$ cat src/rtl/adsr_vca_pkg.sv
// Shared defaults for the ADSR envelope path (adsr and adsr_vca).
package adsr_vca_pkg;
  localparam int DEF_WIDTH        = 8;
  localparam int DEF_SAMPLE_WIDTH = 12;
  localparam int DEF_SLEW_STEP    = 4;

  function automatic int env_max(input int w);
    return (1 << w) - 1;
  endfunction
endpackage

$ cat src/rtl/adsr_vca_env_slew.sv
// Slew limiter: moves env_eff toward tgt by at most SLEW_STEP per tick, never overshooting.
module env_slew
  import adsr_vca_pkg::*;
#(
  parameter int WIDTH     = DEF_WIDTH,
  parameter int SLEW_STEP = DEF_SLEW_STEP
) (
  input  logic             clk,
  input  logic             reset,
  input  logic             tick,
  input  logic [WIDTH-1:0] tgt,
  output logic [WIDTH-1:0] env_eff
);
  localparam logic [WIDTH-1:0] STEP = WIDTH'(SLEW_STEP);

  logic [WIDTH-1:0] r_env;
  logic [WIDTH-1:0] w_diff;
  logic [WIDTH-1:0] w_next;

  // env+STEP / env-STEP are only taken when the gap exceeds STEP, so neither can wrap
  always_comb begin
    w_diff = '0;
    w_next = r_env;
    if (tgt >= r_env) begin
      w_diff = tgt - r_env;
      w_next = (w_diff <= STEP) ? tgt : r_env + STEP;
    end else begin
      w_diff = r_env - tgt;
      w_next = (w_diff <= STEP) ? tgt : r_env - STEP;
    end
  end

  always_ff @(posedge clk or negedge reset) begin
    if (!reset)    r_env <= '0;
    else if (tick) r_env <= w_next;
  end

  assign env_eff = r_env;
endmodule

$ cat src/rtl/adsr_vca.sv
// Envelope VCA: syncs the sample-rate tick, slews the envelope, multiplies and rounds the sample.
module adsr_vca
  import adsr_vca_pkg::*;
#(
  parameter int WIDTH        = DEF_WIDTH,
  parameter int SAMPLE_WIDTH = DEF_SAMPLE_WIDTH,
  parameter int SLEW_STEP    = DEF_SLEW_STEP
) (
  input  logic                           clk,
  input  logic                           reset,
  input  logic                           low_clk,
  input  logic [WIDTH-1:0]               env_in,
  input  logic signed [SAMPLE_WIDTH-1:0] sample_in,
  input  logic                           mute,
  output logic signed [SAMPLE_WIDTH-1:0] sample_out,
  output logic                           sample_valid,
  output logic [WIDTH-1:0]               env_eff
);
  localparam int               PW      = SAMPLE_WIDTH + WIDTH + 1;
  localparam logic [WIDTH-1:0] ENV_MAX = WIDTH'(env_max(WIDTH));
  localparam int               STAGES  = 3;

  logic                           r_lclk_s1, r_lclk_s2, r_lclk_d;
  logic                           w_tick;
  logic [WIDTH-1:0]               w_tgt;
  logic [STAGES-1:0]              r_vld_pipe;
  logic signed [SAMPLE_WIDTH-1:0] r_x, r_x2;
  logic signed [PW-1:0]           r_prod;
  logic [WIDTH-1:0]               r_env_s2;
  logic signed [PW-1:0]           w_prod, w_sum, w_shift;
  logic                           w_in_range;

  always_ff @(posedge clk or negedge reset) begin
    if (!reset) begin
      r_lclk_s1 <= 1'b0;
      r_lclk_s2 <= 1'b0;
      r_lclk_d  <= 1'b0;
    end else begin
      r_lclk_s1 <= low_clk;
      r_lclk_s2 <= r_lclk_s1;
      r_lclk_d  <= r_lclk_s2;
    end
  end

  assign w_tick = r_lclk_s2 & ~r_lclk_d;
  assign w_tgt  = mute ? '0 : env_in;

  env_slew #(.WIDTH(WIDTH), .SLEW_STEP(SLEW_STEP)) u_slew (
    .clk     (clk),
    .reset   (reset),
    .tick    (w_tick),
    .tgt     (w_tgt),
    .env_eff (env_eff)
  );

  // env_eff is zero-extended so the full unsigned range acts as a positive gain
  assign w_prod  = PW'(r_x) * PW'($signed({1'b0, env_eff}));
  assign w_sum   = r_prod + PW'(1 << (WIDTH - 1));
  assign w_shift = w_sum >>> WIDTH;
  assign w_in_range = (w_shift[PW-1:SAMPLE_WIDTH-1] == '0) || (&w_shift[PW-1:SAMPLE_WIDTH-1]);

  always_ff @(posedge clk or negedge reset) begin
    if (!reset) begin
      r_vld_pipe <= '0;
      r_x        <= '0;
      r_x2       <= '0;
      r_prod     <= '0;
      r_env_s2   <= '0;
      sample_out <= '0;
    end else begin
      r_vld_pipe <= {r_vld_pipe[STAGES-2:0], w_tick};
      if (w_tick) r_x <= sample_in;
      if (r_vld_pipe[0]) begin
        r_prod   <= w_prod;
        r_x2     <= r_x;
        r_env_s2 <= env_eff;
      end
      if (r_vld_pipe[1])
        sample_out <= (r_env_s2 == ENV_MAX) ? r_x2 : w_shift[SAMPLE_WIDTH-1:0];
    end
  end

  assign sample_valid = r_vld_pipe[STAGES-1];

  // Gain never exceeds unity, so the rounded product must fit the sample width
  always @(posedge clk) begin
    if (reset && r_vld_pipe[1] && r_env_s2 != ENV_MAX)
      assert (w_in_range);
  end
endmodule

$ cat config.mk
export PLATFORM = sky130hd
export DESIGN_NAME = adsr_vca
export DESIGN_NICKNAME = d
export VERILOG_FILES = /design/src/rtl/adsr_vca_pkg.sv /design/src/rtl/adsr_vca_env_slew.sv /design/src/rtl/adsr_vca.sv
export SDC_FILE = /design/constraint.sdc
export NUM_CORES = 1
export LEC_CHECK = 0
export BUFFER_PORTS_ARGS = -buffer_cell sky130_fd_sc_hd__buf_4
export CORE_MARGIN = 3
export CORE_UTILIZATION = 37
export CTS_BUF_LIST = sky130_fd_sc_hd__clkbuf_16
export CTS_CLUSTER_SIZE = 20
export DETAILED_ROUTE_END_ITERATION = 8
export GPL_TIMING_DRIVEN = 0
export PLACE_DENSITY_LB_ADDON = 0.3
export SETUP_SLACK_MARGIN = 0.02
export SYNTH_ARGS = -nofsm -noshare
export SYNTH_HDL_FRONTEND = slang
export SYNTH_SLANG_ARGS = --single-unit
export TNS_END_PERCENT = 1
$ cat constraint.sdc
create_clock -name clk -period 7.8 [get_ports clk]
set_clock_uncertainty 0.15 [all_clocks]
set_input_delay 0.39 -clock clk [delete_from_list [all_inputs] [get_ports clk]]
set_output_delay 0.39 -clock clk [all_outputs]
set_load 0.01 [all_outputs]
; Word-level counts from Yosys, hierarchy flattened
; Index checks and enable logic that the tools add are counted.
[word_totals]
out_inout_bits = 21
register_bits = 78
inputBits = 24
word_cells = 27
[op_classes]
eq_ne = 1
order_cmp = 3
bitwise = 2
mux = 5
n_addsub = 5
n_mul = 1
[op_table]
columns = op, count
row1 = $mux 8, 4
row2 = $add 20x9->20 const B, 1
row3 = $mul 12x9->20, 1
row4 = $le 8x3->1 const B, 2
row5 = $sub 8x8->8, 2
row6 = $mux 12, 1
row7 = $add 8x3->8 const B, 1
row8 = $eq 8x8->1 const B, 1
row9 = $ge 8x8->1, 1
row10 = $sub 8x3->8 const B, 1
row11 = $and 1x1->1, 1
row12 = $not 1->1, 1

; Longest topological paths before layout
[logic_depth]
word_depth = 5
ltp_mapped = 19
mapped_depth_nobuf = 18

; Cells and area by module
; A second synthesis with hierarchy kept.
[hier_totals]
cells_unflattened = 783
area_unflattened_um2 = 7439.6
[modules_own_cells]
columns = mod, seq_area_each_um2, n_inst, cells_each, area_per_inst_um2
row1 = adsr_vca, 1576.5, 1, 609, 6047.0
row2 = env_slew, 200.2, 1, 174, 1392.6

; Worst setup path after synthesis
; Ideal clock, no wire load.
[synth_timing]
kind = register -> register
start = reg u_slew.r_env[4], in the netlist u_slew.env_eff[4]
end = reg r_prod[19]
t_required_ns = 7.512
setup_ns = 0.138
arrival_ns = 5.182
n_path_buf = 2
setup_slack_ns = 2.330
synth_period_minus_slack_ns = 5.470
stages_incl_launch_ff = 19
path_cell_list = dfrtp_1 -> clkbuf_1 -> clkbuf_1 -> nand2_1 -> fa_1 -> inv_1 -> fa_1 -> fa_1 -> inv_1 -> fa_1 -> inv_1 -> ha_1 -> or3_1 -> o31a_1 -> a221o_1 -> or4_4 -> a31oi_2 -> xnor2_1 -> a21oi_1
[synth_between]
elab_chain_cells = 1
[synth_rtl]
columns = element, line_no
row1 = "start, declared", adsr_vca_env_slew.sv:16  ; logic [WIDTH-1:0] r_env;
row2 = "start signal, assigned", adsr_vca_env_slew.sv:35  ; else if (tick) r_env <= w_next;
row3 = $mul 12x9->20, adsr_vca.sv:57  ; assign w_prod = PW'(r_x) * PW'($signed({1'b0, env_eff}));
row4 = "end signal, assigned", adsr_vca.sv:74  ; r_prod <= w_prod;
row5 = "end, declared", adsr_vca.sv:28  ; logic signed [PW-1:0] r_prod;
; No other way between the ends.
; A chain may end at the register's enable or synchronous reset.

; Worst setup path after layout
; Same ends and word-level chain as after synthesis.

==> load_flow_metrics.sql <==
INSERT INTO impl_metrics (metric_group, metric, value, unit) VALUES
('clock_tree', 'cts_tree', 'yes', ''),
('clock_tree', 'clk_pin_slew', '0.06', 'ns'),
('layout', 'flow.area_growth_from_synthesis', '13.6', '%'),
('logic_synthesis', 'synth_nets', '914', ''),
('place', 'detailedPlacementHpwl', '12.6', 'mm'),
('drt', 'drt_pre_antenna_iters', '5', ''),
('drt', 'first_iter_violations', '224', ''),
('drt', 'wl_per_cell', '14.8', 'microns'),
('drt', 'drc', '0', ''),
('place', 'gpl.final_weighted_congestion', '0.801', ''),
('pwr', 'p_int', '0.00184', 'W'),
('logic_synthesis', 'dominantRegCellSynth', 'dfrtp_1', ''),
('clock_tree', 'cts_htree_levels', '3', ''),
('sta', 'fin_setup_tns', '0', 'ns'),
('logic_synthesis', 'number_of_synthesized_flops_with_an_enable_pin', '0', ''),
('floorplan', 'core_area', '18800', 'sq um'),
('logic_synthesis', 'ys_seq_area_share', '24.8', '%'),
('setup_path', 'critPathCapture', 'r_prod[19]', ''),
('sta', 'layout_setup_ws', '1.64', 'ns'),
('layout', 'post_route_cells_drive_above_1_share', '13.5', '%'),
('setup_path', 'startpoint_type', 'register', ''),
('setup_path', 'timing.rr.end', 'r_prod[19]', ''),
('grt', 'grt_start_max_net_pins', '72', ''),
('pwr', 'p_seq_share', '17.9', '%'),
('place', 'number_of_buffers_added_on_ports', '44', ''),
('drt', 'post_route_ant_nets', '0', ''),
('layout', 'layout_common_cells', 'inv_1, nand2_1, fa_1, dfrtp_1, ha_1', ''),
('grt', 'grt-ovfl-total', '0', ''),
('pwr', 'vdd.ir_drop.worst', '0.209', 'mV'),
('layout', 'antenna_cells_inserted', '0', ''),
('run_status', 'run_status', 'finished clean', ''),
('sta', 'period_utilisation_layout', '78.9', '%'),
('logic_synthesis', 'post_synthesis_cell_count', '762', ''),
('pwr', 'power.density_cell_area', '417', 'nW/um^2'),
('clock_tree', 'cts_sink_cnt', '71', ''),
('floorplan', 'num_io_pins', '45', ''),
('pwr', 'power.leakage', '3.94', 'nW'),
('pwr', 'share_clk_of_total_power', '13.0', '%'),
('setup_path', 'worstReg2RegStart', 'u_slew.env_eff[4]', ''),
('sta', 'timing_worst_slew_pin_value', '0.945', 'ns'),
('floorplan', 'die_y', '145', 'microns'),
('place', 'placed_cell_area', '7810', 'sq um'),
('setup_path', 'ff2ff_setup_slack', '1.64', 'ns'),
('floorplan', 'floorplan.die_area', '21000', 'sq um'),
('logic_synthesis', 'synth_warnings', '0', ''),
('grt', 'antenna_found_initial', '0', ''),
('pwr', 'finalPower', '0.00339', 'W'),
('clock_tree', 'cts.path.max_buffers', '2', ''),
('clock_tree', 'tritoncts.num_buffers', '9', ''),
('setup_path', 'crit_fanout', '10', ''),
('pwr', 'combPwrFrac', '69.2', '%'),
('layout', 'final_design_area_no_fill', '8130', 'sq um'),
('floorplan', 'placement_rows', '50', ''),
('floorplan', 'chipWidth', '145', 'microns'),
('place', 'preCtsSetupSlack', '1.63', 'ns'),
('drt', 'routed_wirelength', '16.0', 'mm'),
('run', 'max_cap_violations', '0', ''),
('setup_path', 'startpoint', 'u_slew.env_eff[4]', ''),
('sta', 'finalHoldViolCount', '0', ''),
('drt', 'via_per_inst', '4.83', ''),
('sta', 'worst_slew_margin_relative_to_its_limit', '37.0', '%'),
('sta', 'report.final.setup_viol', '0', ''),
('clock_tree', 'clock-root-buffer', 'clkbuf_16', ''),
('logic_synthesis', 'synth.cell_area', '7160', 'sq um'),
('layout', 'nets', '970', ''),
('pwr', 'power_switching', '0.00155', 'W'),
('logic_synthesis', 'postSynth.asyncResetShare', '100', '%'),
('setup_path', 'cp_data_required_time', '7.84', 'ns'),
('grt', 'grt_pass1_vias', '5438', ''),
('layout', 'fin_util', '43.2', '%'),
('sta', 'grt_setup_unrepaired', 'false', '');
==> cells by family (layout without fill, tap and decap cells) <==
logic type | after synthesis | count (layout) | synth area share [%]
adder cells (fa/ha/maj) | 128 | 128 | 30.2
AND/OR/NAND/NOR | 238 | 238 | 16.5
multiplexers | 49 | 49 | 7.62
buffers and inverters | 162 | 222 | 8.55
AO/OA/AOI/OAI | 79 | 79 | 8.02
flip-flops | 71 | 71 | 24.8
XOR/XNOR | 35 | 35 | 4.28
==> critical path, cell delays in order (launching register included) <==
cell	delay, ns
dfrtp_1	0.42
clkbuf_1	0.41
clkbuf_1	0.52
nand2_1	0.15
fa_1	0.50
fa_1	0.49
inv_1	0.06
fa_1	0.53
inv_1	0.05
fa_1	0.53
inv_1	0.04
ha_1	0.33
nand2_1	0.08
o21ai_1	0.11
o31a_1	0.40
a221o_1	0.39
or4_4	0.45
a31oi_2	0.19
xnor2_1	0.13
a21oi_1	0.08
==> cell type report <==
cell class                      count  area [sq um]
Buffer                             38           146
Tap cell                          260           325
Fill cell                        1860         10700
Inverter                          124           465
Clock inverter                      6          85.1
Clock buffer                        9           225
Multi-Input combinational cell    529          4770
Sequential cell                    71          1780
Timing Repair Buffer               45           340
==> timing repair <==
item / 4_1_cts / 5_1_grt
hold buffers: 1 / 0
hold endpoints to repair: 1 / 0
buffers inserted: 0 / 0
==> per-layer routing <==
metal,vias to the layer above,GRT usage [%],part of all wire (%)
li1,2532,-,-
met1,2610,21.9,47
met2,72,26.6,48
met3,15,3.03,3.3
met4,0,3.70,1.2
met5,-,0,0
==> registers in the layout, summed over array words and instances (netlist names), 3 cells and up <==
register        flops
r_env_s2            8
r_prod             13
r_vld_pipe          3
r_x                12
r_x2               12
sample_out         12
u_slew.env_eff      8
==> power groups by stage <==
stage	Sequential [W]	Clock, W	Combinational (W)
2_1_floorplan	0.000596	0	0.00184
3_3_place_gp	0.000609	0	0.00232
3_5_place_dp	0.000611	0	0.00236
4_1_cts	0.000606	0.000450	0.00238
5_1_grt	0.000621	0.000465	0.00273
6_report	0.000605	0.000439	0.00234
==> synth_stat cells, types with 2 or more instances <==
cell      number  area [sq um]
or3_1          3          18.8
and4_1         2          17.5
nand4_1        5          31.3
nand2b_1      12          75.1
mux2_2        40           450
xnor2_1       21           184
buf_2          3          15.0
nor2_1        21          78.8
dfrtp_1       71          1780
and3_1         2          12.5
clkbuf_1      34           128
fa_1          75          1500
o211ai_1       4          30.0
and4b_1        2          20.0
a21o_1         3          22.5
o31a_1         5          43.8
nor3_1        10          50.1
xor2_1        14           123
nand3_1       12          60.1
ha_1          53           663
o21a_1         3          22.5
mux2i_1        8          80.1
a21oi_1       14          70.1
nand2_1      107           402
nor2b_1        5          31.3
and2_1        50           313
inv_1        124           465
o21ai_0       28           140
==> stage by stage <==
stage / hold slack (ns) / instances
final: 0.0122 / 1082
after global routing: 0.0928 / 1082
after CTS: 0.0716 / 1082
after detailed placement: 0.188 / 1066
after global placement: 0.184 / 1066
after floorplan: -0.0556 / 762
==> worst min path at each step <==
stage	cells after the start	startpoint	endpoint	slack, ns
after global routing	3	sample_in[8]	r_x[8]	0.09
after floorplan	0	reset	r_env_s2[0]	-0.06
after CTS	1	reset	r_vld_pipe[2]	0.07
final	1	reset	sample_out[0]	0.01
after global placement	0	r_lclk_s1	r_lclk_s2	0.18
after detailed placement	0	r_lclk_s1	r_lclk_s2	0.19
Power figures use the tool's default switching activity.
